--- config.mk ---
export PLATFORM = sky130hd
export DESIGN_NAME = spi_command_sequencer
export DESIGN_NICKNAME = d
export VERILOG_FILES = /design/src/rtl/spi_command_sequencer.sv
export SDC_FILE = /design/constraint.sdc
export NUM_CORES = 1
export LEC_CHECK = 0
export ABC_AREA = 1
export CORE_UTILIZATION = 50
export CTS_CLUSTER_DIAMETER = 150
export CTS_CLUSTER_SIZE = 14
export DETAILED_ROUTE_END_ITERATION = 16
export PLACE_DENSITY_LB_ADDON = 0.08
export SLEW_MARGIN = 20
export SYNTH_ARGS = -nofsm -noshare
export SYNTH_HDL_FRONTEND = slang
export SYNTH_SLANG_ARGS = --single-unit
--- constraint.sdc ---
create_clock -name clock -period 3.7 [get_ports clock]
set_clock_uncertainty 0.1 [all_clocks]
set_input_delay 0.37 -clock clock [delete_from_list [all_inputs] [get_ports clock]]
set_output_delay 0.37 -clock clock [all_outputs]
set_load 0.05 [all_outputs]
--- src/rtl/spi_command_sequencer.sv ---
// spi_command_sequencer
//   Command front end for spi_master. Single-word SPI commands are queued in a
//   small FIFO and launched one at a time through the enable/busy handshake.
//   Each popped command produces exactly one response (read data + status) on a
//   valid/ready port. Commands are served strictly in push order.
//
// Ports
//   clock, reset             rising-edge clock, synchronous active-high reset
//   command_*                valid/ready command input (read_write, address, data)
//   response_*               valid/ready response output (data, read echo, error)
//   master_*                 handshake and command fields toward spi_master
//   queue_level              current FIFO occupancy
module spi_command_sequencer #(
  parameter int DATA_WIDTH    = 16,
  parameter int ADDRESS_WIDTH = 15,
  parameter int FIFO_DEPTH    = 4,
  parameter int START_TIMEOUT = 1024
) (
  input  logic                          clock,
  input  logic                          reset,
  input  logic                          command_valid,
  output logic                          command_ready,
  input  logic                          command_read_write,
  input  logic [ADDRESS_WIDTH-1:0]      command_address,
  input  logic [DATA_WIDTH-1:0]         command_data,
  output logic                          response_valid,
  input  logic                          response_ready,
  output logic [DATA_WIDTH-1:0]         response_data,
  output logic                          response_read,
  output logic                          response_error,
  output logic [DATA_WIDTH-1:0]         master_data,
  output logic [ADDRESS_WIDTH-1:0]      master_address,
  output logic                          master_read_write,
  output logic                          master_enable,
  input  logic                          master_busy,
  input  logic [DATA_WIDTH-1:0]         master_read_data,
  output logic [$clog2(FIFO_DEPTH):0]   queue_level
);

  localparam int PTR_W = $clog2(FIFO_DEPTH);
  localparam int CNT_W = $clog2(START_TIMEOUT) + 1;

  typedef struct packed {
    logic                     read_write;
    logic [ADDRESS_WIDTH-1:0] address;
    logic [DATA_WIDTH-1:0]    data;
  } cmd_t;

  typedef enum logic [1:0] {S_IDLE, S_WAIT_START, S_WAIT_DONE, S_RESPOND} state_t;

  state_t           state, state_next;
  cmd_t             fifo_mem [FIFO_DEPTH];
  cmd_t             cmd_in, cmd_head;
  logic [PTR_W-1:0] wr_ptr, rd_ptr;
  logic [PTR_W:0]   level;
  logic [CNT_W-1:0] start_cnt;
  logic             push, pop, full, empty, start_expired;

  assign cmd_in        = '{read_write: command_read_write, address: command_address, data: command_data};
  assign cmd_head      = fifo_mem[rd_ptr];
  assign full          = (level == (PTR_W+1)'(FIFO_DEPTH));
  assign empty         = (level == '0);
  assign command_ready = !full;
  assign push          = command_valid && command_ready;
  assign queue_level   = level;
  // Counter holds the number of WAIT_START cycles already spent without busy.
  assign start_expired = (start_cnt == CNT_W'(START_TIMEOUT - 1));

  // Storage carries no reset; validity is tracked by level/pointers.
  always_ff @(posedge clock) begin
    if (push) fifo_mem[wr_ptr] <= cmd_in;
  end

  always_ff @(posedge clock) begin
    if (reset) state <= S_IDLE;
    else       state <= state_next;
  end

  always_comb begin
    state_next = state;
    pop        = 1'b0;
    case (state)
      S_IDLE: begin
        // Also wait for busy low: after a reset the master may still be
        // finishing an abandoned transfer.
        if (!empty && !response_valid && !master_busy) begin
          pop        = 1'b1;
          state_next = S_WAIT_START;
        end
      end
      S_WAIT_START: begin
        if (master_busy)        state_next = S_WAIT_DONE;
        else if (start_expired) state_next = S_RESPOND;
      end
      S_WAIT_DONE: begin
        if (!master_busy) state_next = S_RESPOND;
      end
      S_RESPOND: begin
        if (response_valid && response_ready) state_next = S_IDLE;
      end
      default: state_next = S_IDLE;
    endcase
  end

  always_ff @(posedge clock) begin
    if (reset) begin
      wr_ptr            <= '0;
      rd_ptr            <= '0;
      level             <= '0;
      start_cnt         <= '0;
      master_data       <= '0;
      master_address    <= '0;
      master_read_write <= 1'b0;
      master_enable     <= 1'b0;
      response_valid    <= 1'b0;
      response_data     <= '0;
      response_read     <= 1'b0;
      response_error    <= 1'b0;
    end else begin
      if (push) wr_ptr <= wr_ptr + PTR_W'(1);
      if (pop)  rd_ptr <= rd_ptr + PTR_W'(1);
      case ({push, pop})
        2'b10:   level <= level + (PTR_W+1)'(1);
        2'b01:   level <= level - (PTR_W+1)'(1);
        default: ;
      endcase

      case (state)
        S_IDLE: begin
          if (pop) begin
            master_data       <= cmd_head.data;
            master_address    <= cmd_head.address;
            master_read_write <= cmd_head.read_write;
            master_enable     <= 1'b1;
            start_cnt         <= '0;
          end
        end
        S_WAIT_START: begin
          if (master_busy) begin
            master_enable <= 1'b0;
          end else if (start_expired) begin
            master_enable  <= 1'b0;
            response_valid <= 1'b1;
            response_error <= 1'b1;
            response_data  <= '0;
            response_read  <= master_read_write;
          end else begin
            start_cnt <= start_cnt + CNT_W'(1);
          end
        end
        S_WAIT_DONE: begin
          if (!master_busy) begin
            response_data  <= master_read_write ? master_read_data : '0;
            response_read  <= master_read_write;
            response_error <= 1'b0;
            response_valid <= 1'b1;
          end
        end
        S_RESPOND: begin
          if (response_ready) response_valid <= 1'b0;
        end
        default: ;
      endcase
    end
  end

endmodule

==> impl_metrics.ini, run 1 <==
[power_and_ir_drop]
static-leakage-power_uw = 0.00342
powerDensity_nw_per_um2 = 703
ir_drop_uv = 631

[job]
drv_cap = 0

[routing]
vias_per_cell = 5.25
drc = 0
antenna_left = 0
firstDrtPassIters = 5
wl_per_cell_um = 15.7
wl_um = 17300
drt_iter0_drc = 419
dr_total_vias = 5776

[grt]
antenna_found_initial = 0
track_usage = 0.220
grt_pass1_wl_um = 27800
grt_use_met1 = 0.265
grt_use_met2 = 0.390
busiest_layer = met2
overflow = 0
grt_pass1_vias = 5565
met3_usage = 0.0549
grt_max_degree = 66

[die]
design.core.area_um2 = 15400
die_w_um = 129
die_area_um2 = 16600
initial_core_util = 0.521
rows = 45
io_pins = 109
die_y_um = 129

[timing]
period_minus_slack_ps = 2570
fmax_mhz = 389
finalCritPeriodShare = 0.695
holdWs_ps = 362
slew_headroom = 0.267
hold_viol = 0
fin_setup_tns_ps = 0
drv_slew = 0
rsz0062_at_grt = false
tightest_slew_ps = 1100
setup_viol = 0

[worst_setup_path]
cpLargestDelayFamily = buffers and inverters
r2r_cells = 7
endpoint_kind = output port
crit_arrival_ps = 2100
r2r_end = response_data[1]
rrSetupSlack_ps = 1310
critPathSlowestCell = clkdlybuf4s50_1
crit_path_end = master_read_write
crit_buf_inv = 1
slowest_delay_ps = 920
path_class = flop to output port
startpoint_type = flop
cp_num_cells = 1
worstPathMaxFanout = 19
crit_path_start = master_read_write
r2r_start = state[0]
worstPathCellList = clkdlybuf4s50_1
required_ps = 3230

[finish]
stdcell_count = 1101
diodes = 0
mostFrequentLayoutCells = nor2_1, edfxtp_1, o21ai_0, clkdlybuf4s50_1, nand2_1
area_growth_pct = 22.9
final_common_cell = nor2_1
final_layout_size_suffix_gt1_frac = 0.0618
nets = 941

[cts]
cts.htree.levels = 4
cts_setup_buffers = 0
cts_hold_buffers = 0
clk_latency_ps = 430
cts.sinks = 200
cts_tree = yes
cts_buffer_depth = 2
root_buffer = clkbuf_16
clkTransAtPathRegs_ps = 70
cts_inserted_buffers = 17
cts_resized = 0

[placed_design]
dp_cells = 1068
gp_congestion = 0.855
port_buffers = 108
dp_hpwl_um = 10300

[synth]
synth.distinct_cells = 30
synth_sequential_area_ratio = 0.658
syn_inst = 782
synth.avg_cell_area_um2 = 10.3
synth.net_count = 846
syn_area_um2 = 8030
synth_seq_cells = 200
yosys_warnings = 0

[outcome]
status = finished clean

[min_path]
hold_path.class = flop to flop
area by class of cell:
type                       count  area, µm²
tap                          211        264
timing repair buffer         116       1160
inverter                      38        145
multi-input combinational    504       2410
clock inverter                12        135
sequential                   200       5290
clock buffer                  20        468
fill                        1227       5560
metrics by stage:
step | worst slack, ps | area [µm²] | power (µW) | utilization
3_5_place_dp | 1060 | 9240 | 5140 | 0.599
3_3_place_gp | 1120 | 9240 | 5090 | 0.599
6_report | 1130 | 9870 | 6940 | 0.640
2_1_floorplan | 226 | 8030 | 4460 | -
5_1_grt | 1030 | 9870 | 7290 | 0.640
4_1_cts | 1110 | 9840 | 6990 | 0.638
cell families (layout without fill, tap and decap cells):
group | Yosys count | after routing | share of synthesized area
simple gates | 317 | 317 | 0.162
xor+xnor | 1 | 1 | 0.00109
buf+inv | 78 | 186 | 0.0458
fa+ha+maj | 11 | 11 | 0.0181
compound gates | 175 | 175 | 0.115
flops | 200 | 200 | 0.658
Yosys cell counts:
cell type,n,area [µm²]
nor2_1,173,649
edfxtp_1,128,3840
o21ai_0,108,541
nand2_1,91,342
dfxtp_1,72,1440
nand3_1,36,180
inv_1,35,131
a21oi_1,34,170
o22ai_1,32,200
clkbuf_1,24,90.1
ha_1,10,125
buf_2,8,40.0
nand4_1,5,31.3
buf_6,3,33.8
nor3_1,3,15.0
clkbuf_8,2,27.5
clkinv_1,2,7.51
nand2_4,2,22.5
nand3_2,2,20.0
nor2_2,2,12.5
a21oi_4,1,16.3
buf_4,1,7.51
buf_8,1,15.0
dlygate4sd1_1,1,8.76
fa_1,1,20.0
inv_4,1,6.26
nand3b_1,1,7.51
nor2_4,1,11.3
nor3b_1,1,7.51
xnor2_1,1,8.76
routing by layer:
layer	vias up	routed length [µm]
li1	2880	-
met5	-	0
met2	150	8620
met3	10	1050
met1	2736	7490
met4	0	123
power breakdown:
part | leakage (µW) | total, µW | switching (µW) | internal [µW]
clock network | 0.000291 | 1850 | 843 | 1010
logic | 0.00137 | 2270 | 1600 | 671
registers | 0.00176 | 2810 | 141 | 2670
total | 0.00342 | 6940 | 2580 | 4360
tightest hold or removal path, delay by kind of cell (launching register included):
kind	cells	cell delay [ps]
flip-flops	1	310
AO/OA/AOI/OAI	1	50
AND/OR/NAND/NOR	1	60
how the worst min path moves through the flow:
stage | from | endpoint | slack, ps | depth (start not counted)
detailed placement | response_data[12] | response_data[12] | 350 | 2
global placement | response_data[4] | response_data[4] | 350 | 2
global route | response_data[9] | response_data[9] | 380 | 2
finish | response_data[4] | response_data[4] | 360 | 2
floorplan | start_cnt[7] | start_cnt[7] | 350 | 2
CTS | response_data[12] | response_data[12] | 360 | 2
registers in the layout, indices dropped and copies added (netlist names):
| signal | cells |
|---|---|
| queue_level | 3 |
| master_enable | 1 |
| start_cnt | 11 |
| rd_ptr | 2 |
| master_read_write | 1 |
| response_data | 16 |
| response_read | 1 |
| response_valid | 1 |
| fifo_mem | 128 |
| state | 2 |
| master_address | 15 |
| master_data | 16 |
| wr_ptr | 2 |
| response_error | 1 |
Note: power is estimated with default switching activity, not from simulation.
==> run 2, diff against run 1 <==
- clock period: 3.7 -> 2.4 ns (I/O delays scaled with it)
==> impl_metrics.ini, run 2 (synthesized netlist as in run 1, its figures left out) <==
[outcome]
status = finished clean

[routing]
antenna_left = 0
firstDrtPassIters = 5
wl_per_cell_um = 16.1
drc = 0
drt_iter0_drc = 429
wl_um = 18000
dr_total_vias = 5997
vias_per_cell = 5.38

[die]
die_area_um2 = 16600
initial_core_util = 0.521
rows = 45
io_pins = 109
die_w_um = 129
design.core.area_um2 = 15400
die_y_um = 129

[worst_setup_path]
rrSetupSlack_ps = 260
endpoint_kind = flop
cp_common_cell = inv_1
cp_num_cells = 11
r2r_cells = 11
critPathSlowestCell = fa_1
cpLargestDelayFamily = adder cells
required_ps = 2610
r2r_end = queue_level[2]
r2r_start = state[0]
worstPathMaxFanout = 5
path_class = flop to flop
worstPathCellList = inv_1 > ha_1 > inv_1 > nor2_4 > ha_1 > inv_1 > fa_1 > a21oi_1 > o21ai_0 > o21ai_0 > a21oi_1
startpoint_type = flop
crit_buf_inv = 3
slowest_delay_ps = 370
crit_arrival_ps = 2350

[cts]
root_buffer = clkbuf_16
cts.sinks = 200
cts_inserted_buffers = 17
cts_hold_buffers = 0
clk_latency_ps = 430
clkTransAtPathRegs_ps = 80
cts.htree.levels = 4
cts_tree = yes
cts_resized = 0
cts_buffer_depth = 2
cts_setup_buffers = 0

[finish]
area_growth_pct = 25.0
final_common_cell = nor2_1
top_register = fifo_mem
register_area_um2 = 5290
largest_reg_flops = 128
multi_input_area_um2 = 2430
top_regs = fifo_mem: 128 flops, master_data: 16 flops, response_data: 16 flops
fillers = 1233
final_layout_size_suffix_gt1_frac = 0.0819
mostFrequentLayoutCells = nor2_1, edfxtp_1, o21ai_0, clkdlybuf4s50_1, nand2_1
fin_util = 0.651
stdcell_count = 1115
nets = 955
diodes = 0

[min_path]
hp-start = command_data[14]
hold_path.class = input pin to flop
holdPathEnd = fifo_mem[3][14]
holdPathStages = 1

[timing]
fmax_mhz = 467
tightest_slew_ps = 641
rsz0062_at_grt = false
finalCritPeriodShare = 0.891
fin_setup_tns_ps = 0
hold_viol = 0
slew_headroom = 0.572
setup_viol = 0
period_minus_slack_ps = 2140
holdWs_ps = 335
drv_slew = 0

[power_and_ir_drop]
ir_drop_uv = 778
powerDensity_nw_per_um2 = 1090
static-leakage-power_uw = 0.00351
power_uw = 10900

[grt]
grt_pass1_vias = 5853
antenna_found_initial = 0
track_usage = 0.228
grt_pass1_wl_um = 28500
grt_max_degree = 66
overflow = 0

[job]
drv_cap = 0

[placed_design]
dp_hpwl_um = 10700
dp_cells = 1083
gp_congestion = 0.785
port_buffers = 108
[run 2: cell types whose count changed in the layout (fill, tap and decap cells not counted), moves of 3 or more]
| cell | change |
|---|---|
| buf_12 | +4 |
| dfxtp_2 | +3 |
| buf_4 | +11 |
| clkinv_8 | +3 |
| dfxtp_1 | -3 |
[run 2: stage by stage]
stage | cell area, µm² | setup slack [ps]
finish | 10000 | 261
CTS | 10000 | 265
global placement | 9420 | 172
global route | 10000 | 95.1
detailed placement | 9420 | 141
floorplan | 8080 | 46.5
[run 2: metal layers]
layer	wire length (µm)	global-route usage	part of all wire
met4	219	0.0761	0.012
met2	9080	0.401	0.51
met3	950	0.0557	0.053
met1	7710	0.274	0.43
met5	0	0	0
[run 2: worst max path at each step]
stage                               from        endpoint  slack, ps
after floorplan           queue_level[0]  queue_level[2]         50
after global placement       master_busy  queue_level[2]        170
after detailed placement     master_busy  queue_level[2]        140
after CTS                       state[0]  queue_level[2]        270
after global routing            state[0]  queue_level[2]        100
final                           state[0]  queue_level[2]        260
[run 2: area by class of cell]
class / count / share of cell area
clock buffers: 17 / 0.0424
repair buffers: 130 / 0.129
clock inverters: 15 / 0.0196
multi-input cells: 504 / 0.242
well taps: 211 / 0.0263
flip-flops and latches: 200 / 0.527
inverters: 38 / 0.0144
[run 2: worst register-to-register path, stage by stage, from the launching register on]
cell and delay, ps:
dfxtp_1 350, inv_1 90, ha_1 190, inv_1 100
nor2_4 120, ha_1 140, inv_1 60, fa_1 370
a21oi_1 140, o21ai_0 120, o21ai_0 180, a21oi_1 50
[run 2: power breakdown]
part           internal [µW]  leakage, µW  switching (µW)
registers               4120      0.00176             216
logic                   1140      0.00145            2520
clock network           1510     0.000298            1410
total                   6780      0.00351            4150
